### src/rtl/pwm_pkg.sv
// Shared constants and FSM encoding for the PWM capture counter.
package pwm_pkg;
  localparam int DEF_WIDTH       = 16;
  localparam int DEF_SYNC_STAGES = 2;

  typedef enum logic [1:0] {
    ST_IDLE = 2'd0,
    ST_HIGH = 2'd1,
    ST_LOW  = 2'd2
  } state_t;
endpackage

### src/rtl/pwm_edge_sync.sv
// Synchronises the asynchronous PWM input and derives single-cycle edge strobes.
module pwm_edge_sync #(
  parameter int SYNC_STAGES = 2
) (
  input  logic clock,
  input  logic reset,
  input  logic pwm_in,
  output logic pwm_s,
  output logic rise,
  output logic fall
);
  logic [SYNC_STAGES-1:0] r_sync;
  logic                   r_pwm_d;

  always_ff @(posedge clock) begin
    if (reset) begin
      r_sync  <= '0;
      r_pwm_d <= 1'b0;
    end else begin
      r_sync  <= {r_sync[SYNC_STAGES-2:0], pwm_in};
      r_pwm_d <= r_sync[SYNC_STAGES-1];
    end
  end

  assign pwm_s = r_sync[SYNC_STAGES-1];
  assign rise  = pwm_s & ~r_pwm_d;
  assign fall  = ~pwm_s & r_pwm_d;
endmodule

### src/rtl/pwm_capture_counter.sv
// Measures high time and period of a PWM input; results are offered on a valid/ready pair.
module pwm_capture_counter
  import pwm_pkg::*;
#(
  parameter int WIDTH       = DEF_WIDTH,
  parameter int SYNC_STAGES = DEF_SYNC_STAGES,
  parameter int SATURATE    = 1
) (
  input  logic             clock,
  input  logic             reset,
  input  logic             enable,
  input  logic             pwm_in,
  output logic [WIDTH-1:0] high_count,
  output logic [WIDTH-1:0] period_count,
  output logic             overflow,
  output logic             valid,
  input  logic             ready,
  output logic             overrun
);
  localparam logic [WIDTH-1:0] ONE = {{(WIDTH-1){1'b0}}, 1'b1};

  logic             w_pwm_s, w_rise, w_fall;
  logic             w_all_ones;
  logic [WIDTH-1:0] w_cnt_next;

  state_t           r_state;
  logic [WIDTH-1:0] r_counter;
  logic [WIDTH-1:0] r_high_reg;
  logic             r_ovf_flag;

  pwm_edge_sync #(.SYNC_STAGES(SYNC_STAGES)) u_sync (
    .clock  (clock),
    .reset  (reset),
    .pwm_in (pwm_in),
    .pwm_s  (w_pwm_s),
    .rise   (w_rise),
    .fall   (w_fall)
  );

  assign w_all_ones = &r_counter;
  assign w_cnt_next = (w_all_ones && (SATURATE != 0)) ? r_counter : r_counter + ONE;

  always_ff @(posedge clock) begin
    if (reset) begin
      r_state      <= ST_IDLE;
      r_counter    <= '0;
      r_high_reg   <= '0;
      r_ovf_flag   <= 1'b0;
      high_count   <= '0;
      period_count <= '0;
      overflow     <= 1'b0;
      valid        <= 1'b0;
      overrun      <= 1'b0;
    end else begin
      if (valid && ready) valid <= 1'b0;
      if (!enable) begin
        r_state <= ST_IDLE;
      end else begin
        case (r_state)
          ST_IDLE: begin
            if (w_rise) begin
              r_counter  <= ONE;
              r_ovf_flag <= 1'b0;
              r_state    <= ST_HIGH;
            end
          end
          ST_HIGH: begin
            r_counter <= w_cnt_next;
            if (w_all_ones) r_ovf_flag <= 1'b1;
            if (w_fall) begin
              r_high_reg <= r_counter;
              r_state    <= ST_LOW;
            end
          end
          ST_LOW: begin
            if (w_rise) begin
              r_counter  <= ONE;
              r_ovf_flag <= 1'b0;
              r_state    <= ST_HIGH;
              // A held, unaccepted result wins; the new one is dropped and flagged.
              if (!valid || ready) begin
                high_count   <= r_high_reg;
                period_count <= r_counter;
                overflow     <= r_ovf_flag;
                valid        <= 1'b1;
              end else begin
                overrun <= 1'b1;
              end
            end else begin
              r_counter <= w_cnt_next;
              if (w_all_ones) r_ovf_flag <= 1'b1;
            end
          end
          default: r_state <= ST_IDLE;
        endcase
      end
    end
  end

  // A rise strobe always coincides with a high synchronised level.
  a_rise_level: assert property (@(posedge clock) disable iff (reset) !(w_rise && !w_pwm_s));
endmodule

### config.mk
export PLATFORM = sky130hd
export DESIGN_NAME = pwm_capture_counter
export DESIGN_NICKNAME = d
export VERILOG_FILES = /design/src/rtl/pwm_pkg.sv /design/src/rtl/pwm_edge_sync.sv /design/src/rtl/pwm_capture_counter.sv
export SDC_FILE = /design/constraint.sdc
export NUM_CORES = 1
export LEC_CHECK = 0
export ABC_AREA = 1
export CORE_AREA = 2 2 79 81
export CTS_BUF_LIST = sky130_fd_sc_hd__clkbuf_16
export CTS_CLUSTER_SIZE = 10
export DETAILED_ROUTE_END_ITERATION = 8
export DIE_AREA = 0 0 81 83
export PLACE_DENSITY = 0.78
export SYNTH_ARGS = -nofsm -noshare
export SYNTH_HDL_FRONTEND = slang
export SYNTH_SLANG_ARGS = --single-unit
### constraint.sdc
create_clock -name clock -period 2.2 [get_ports clock]
set_input_delay 0.44 -clock clock [delete_from_list [all_inputs] [get_ports clock]]
set_output_delay 0.44 -clock clock [all_outputs]
set_load 0.02 [all_outputs]
==> metrics, run 1 <==
status completed; first-pass GRT wire length around 12 mm; Rows 28; final worst-path cycle share between 80% and 90%; Tot Pwr 2930 µW; RD Place Congestion about 0.85; cell with the most instances after synthesis dfxtp_1; gr ovfl total 0; Synth Register Bits 73; power per cell area around 750 nW/µm²; GRT Total Usage around 22%; Hold Buf Count CTS 0; Unique masters post-synth 34; Reg2Reg Launch Point r_state[0]; simple-gate share of the synthesized area roughly a quarter; H-tree depth 3; Post-DRT Antenna Nets 0; worst-path fanout max 9; Final TNS setup 0 ns; worst skew pair latency roughly 0.33 ns; crit path cell chain inv_1, ha_1, nor2_1, nand3b_4, clkinv_4, a21oi_4, o21ai_1, a21oi_1; vias in the first global route about 2500; Mean Syn Cell Area around 7.7 µm²; # IOs 40; # fillers just under 500; Crit. End Element flop; Synth area leader dfxtp_1; slowest CP cell dfxtp_1; largest family of logic cells by synthesized area simple AND/OR/NAND/NOR gates; Worst Path Arrival approximately 2.2 ns; Top Family by Delay on Critical Path compound AO/OA/AOI/OAI gates; Setup CP Type flop to flop; ant diodes 0; Die Y ~83 µm; starting density of the core between 50% and 60%; synth top area cells dfxtp_1 47%, o21ai_0 9.1%, nor2_1 8.5%; reg2reg end r_counter[9]; Worst path depth 8; Synth Area in Compound Gates about 18%; area of the multi-input gates between 1000 and 1500 µm²; First-pass DRT Iterations 4; XOR/XNOR Fraction of Synth Area 0%; share of layout cells above drive strength 1 a little over a tenth; CTS Root Cell clkbuf_16; Max-cap violations 0; Area Growth Syn to Fin 24.6%; sequential area share after synthesis between 40% and 50%; Synth Area in Adders between 1.5 and 2%; DR top layer met4; mux cell area share after synthesis 0%; Vias approximately 2700; crit-path max cell delay around 0.38 ns; CP startpoint kind flop; Synth top cells by count 73 x dfxtp_1, 71 x nor2_1, 57 x o21ai_0, 55 x nand2_1, 41 x a21oi_1; Clock Tree Buf Depth 2; Critical Path End r_counter[9]; flop2flop setup slack roughly 0.3 ns; leakage about 0.0015 µW; Slew headroom 73.3%; Final Util roughly two thirds; CP Data Required Time ~2.5 ns; drt via density just over 5; Register Area ~1500 µm²; unrepaired setup endpoints after global routing no; Min Clock Period, post-route around 1.9 ns; residual DRC count 0; pin count of the biggest net entering global routing 52; total routed wirelength slightly below 7 mm; Final Hold Violating Endpoints 0; prevailing post-synth register cell dfxtp_1; Setup Slack @ Placement about 0.2 ns; Mapped Area 3140 µm²; PortBufs 39; Worst Hold Class flop to flop; DR iter-0 viols between 150 and 200; # setup viols final 0; post-CTS setup buffers 0; wl on met1 just over 3 mm; routed wl met2 3.36 mm; post-synthesis net count approximately 420; Post-synth EDFFs 0; R2R depth 8; worst slew pin tran around 0.4 ns; Num Clock Sinks 73; Core Area between 5000 and 6000 µm²; Worst Skew about 0.0032 ns; clock-pin slew on the worst setup and hold paths roughly 0.050 ns; CTS tree built; fin. max-slew vios 0; top cell type's share of synthesized area a little under half; Worst Path Buf+Inv 2; PostCTS Resize Cnt 0; Yosys warnings 0; Post-Synthesis Cells ~410; peak supply drop 454 µV; met3 wire length 349 µm; initial antenna violation count 0; die width 81 µm; die area around 6700 µm²; wire length per cell 12.9 µm; Inserted Clock Buffers 9; Final HPWL DP ~4.7 mm; Final WS setup about 0.30 ns; fmax 526 MHz; Post-synth ARST share 0%; Nets 458; CP startpoint r_state[0]
-- logic make-up (layout without fill, tap and decap cells) --
logic type                 after synthesis  in the layout
AOI/OAI and AO/OA                      107            107
DFF                                     73             73
buffers and inverters                   61            105
adders and majority gates                5              5
and+or+nand+nor                        162            162
-- worst register-to-register path, cell delays in order (launching register included) --
cell      delay [ns]
dfxtp_1         0.38
inv_1           0.08
ha_1            0.34
nor2_1          0.15
nand3b_4        0.21
clkinv_4        0.12
a21oi_4         0.32
o21ai_1         0.12
a21oi_1         0.12
-- where the power goes --
group / internal [µW] / switching (µW)
logic: 29.3 / 58.4
registers: 1330 / 5.13
clock network: 981 / 527
-- how the worst min path moves through the flow --
stage / start / to / slack (ns) / cells after the start
2_1_floorplan: u_sync.r_sync[0] / u_sync.r_sync[1] / 0.39 / 2
3_3_place_gp: u_sync.r_sync[0] / u_sync.r_sync[1] / 0.39 / 2
3_5_place_dp: u_sync.r_sync[0] / u_sync.r_sync[1] / 0.40 / 2
4_1_cts: u_sync.r_sync[0] / u_sync.r_sync[1] / 0.41 / 2
5_1_grt: u_sync.r_sync[0] / u_sync.r_sync[1] / 0.42 / 2
6_report: u_sync.r_sync[0] / u_sync.r_sync[1] / 0.41 / 2
-- metal layers --
layer	vias to the layer above	global-route usage (%)
met5	-	0
met4	0	6.93
met3	9	7.28
met2	65	34.9
met1	1257	28.1
li1	1408	-
-- per-stage QoR --
stage / hold slack, ns / std cells / area (µm²)
after floorplan: 0.388 / 408 / 3140
after global placement: 0.392 / 512 / 3600
after detailed placement: 0.396 / 512 / 3600
after CTS: 0.409 / 527 / 3910
after global routing: 0.424 / 527 / 3910
final: 0.407 / 527 / 3910
-- final cells by class --
class                           instances  share of cell area (%)
Clock buffer                            9                    5.76
Clock inverter                          6                    2.15
Inverter                               46                    4.74
Multi-Input combinational cell        274                    36.0
Sequential cell                        73                    37.4
Tap cell                               75                    2.40
Timing Repair Buffer                   44                    11.6
-- cells in the final DEF (no fill, tap or decap), types with 4 or more instances in the layout --
cell type,count
clkbuf_16,9
nor2_1,71
inv_2,6
nor3_1,4
clkdlybuf4s50_1,39
inv_1,38
nand2_1,55
o21ai_0,57
dfxtp_1,73
ha_1,5
a21oi_1,41
nand3_1,12
Note: power is estimated with default switching activity, not from simulation.
==> run 2: changes to the inputs <==
ABC_CLOCK_PERIOD_IN_PS = 2200   (was default)
==> results of run 2 <==
Final layout, timing and power as in run 1 (identical DEF).
==> run 3: changes to the inputs <==
SETUP_SLACK_MARGIN = 0.15   (was default)
==> metrics, run 3 (synthesized netlist as in run 1, its figures left out) <==
Max-cap violations 0 (unchanged); peak supply drop 455 µV (was 454 µV); final non-filler cell total 527 (unchanged); pin count of the biggest net entering global routing 52 (unchanged); leakage 0.00154 µW (about the same); RD Place Congestion 0.850 (unchanged); Setup CP Type flop to flop (unchanged); Slew headroom 73.4% (was 73.3%); final worst-path cycle share 85.4% (was 86.4%); # setup viols final 0 (unchanged); clock-pin slew on the worst setup and hold paths 0.05 ns (about the same); CP startpoint r_state[0] (unchanged); First-pass DRT Iterations 4 (unchanged); worst skew pair latency 0.33 ns (about the same); CTS Root Cell clkbuf_16 (unchanged); die width 81 µm (unchanged); Post-DRT Antenna Nets 0 (unchanged); Min Clock Period, post-route 1.88 ns (was 1.90 ns); starting density of the core 53.9% (unchanged); H-tree depth 3 (unchanged); fin. max-slew vios 0 (unchanged); vias in the first global route 2522 (unchanged); Hold Crit Depth 2 (unchanged); total routed wirelength 6.82 mm (about the same); # IOs 40 (unchanged); Rows 28 (unchanged); most frequent cells in the layout 73 x dfxtp_1, 71 x nor2_1, 57 x o21ai_0, 55 x nand2_1, 41 x a21oi_1 (unchanged); Inserted Clock Buffers 9 (unchanged); CP startpoint kind flop (unchanged); DR iter-0 viols 196 (was 191); wire length per cell 12.9 µm (about the same); Die Y 83 µm (unchanged); Nets 458 (unchanged); first-pass GRT wire length 11.5 mm (unchanged); Clock Tree Buf Depth 2 (unchanged); Core Area 5820 µm² (unchanged); GRT Total Usage 22.0% (unchanged); Final HPWL DP 4.72 mm (unchanged); PortBufs 39 (unchanged); Worst Path Arrival 2.14 ns (was 2.16 ns); drt via density 5.19 (was 5.20); Vias 2734 (was 2739); Final TNS setup 0 ns (unchanged); unrepaired setup endpoints after global routing no (unchanged); CP Data Required Time 2.46 ns (about the same); fmax 532 MHz (was 526 MHz); residual DRC count 0 (unchanged); Final Hold Violating Endpoints 0 (unchanged); final hold slack 0.408 ns (was 0.407 ns); CTS tree built (unchanged); status completed (unchanged); Num Clock Sinks 73 (unchanged); Crit. End Element flop (unchanged); Hold Buf Count CTS 0 (unchanged); Worst Hold Class flop to flop (unchanged); R2R depth 8 (unchanged); Worst Skew 0.00305 ns (was 0.00316 ns); initial antenna violation count 0 (unchanged); Area Growth Syn to Fin 24.6% (unchanged); share of layout cells above drive strength 1 10.8% (unchanged); Reg2Reg Launch Point r_state[0] (unchanged); most common cell after layout, fill and taps aside dfxtp_1 (unchanged); die area 6720 µm² (unchanged); worst slew pin tran 0.398 ns (was 0.401 ns); ant diodes 0 (unchanged); worst-path fanout max 9 (unchanged); gr ovfl total 0 (unchanged); Placed Cells 512 (unchanged); power per cell area 749 nW/µm² (about the same); hold_sp u_sync.r_sync[0] (unchanged)
-- run 3: power by group --
group | switching (µW) | internal, µW
clock network | 525 | 980
logic | 58.3 | 29.3
registers | 5.04 | 1330
-- run 3: path summary, 6_finish.rpt --
check	slack [ns]	to
setup / recovery	0.32	r_counter[9]
setup reg to reg	0.32	r_counter[9]
hold reg to reg	0.41	u_sync.r_sync[1]
hold / removal	0.41	u_sync.r_sync[1]
-- run 3: cell type report --
cell class / instances / area [µm²]
clock buffers: 9 / 225
clock inverters: 6 / 83.8
fillers: 483 / 1910
inverters: 46 / 185
multi-input cells: 274 / 1410
flip-flops and latches: 73 / 1460
well taps: 75 / 93.8
repair buffers: 44 / 453
-- run 3: metal layers --
metal	global-route usage (%)	wire length, µm	share of wire (%)	vias to the layer above
met5	0	0	0	-
met4	6.93	78	1.1	0
met3	7.28	370	5.4	9
met2	34.9	3330	49	61
met1	28.1	3040	45	1258
li1	-	-	-	1406
-- run 3: metrics by stage --
step / power, µW / setup WS [ns] / cell area, µm² / utilization [%]
2_1_floorplan: 1420 / 0.622 / 3140 / -
4_1_cts: 2950 / 0.293 / 3910 / 67.2
3_5_place_dp: 1450 / 0.203 / 3600 / 61.9
3_3_place_gp: 1450 / 0.232 / 3600 / 61.9
5_1_grt: 3030 / 0.151 / 3910 / 67.2
6_report: 2930 / 0.320 / 3910 / 67.2
-- run 3: timing repair --
item / CTS / global route
setup buffers: 0 / 0
endpoints found under the setup margin: 0 / 4
resized for setup: 0 / 0
-- run 3: critical path: stages (launching register included) --
cell      delay (ns)
dfxtp_1         0.38
inv_1           0.08
ha_1            0.34
nor2_1          0.15
nand3b_4        0.21
clkinv_4        0.12
a21oi_4         0.30
o21ai_1         0.12
a21oi_1         0.12
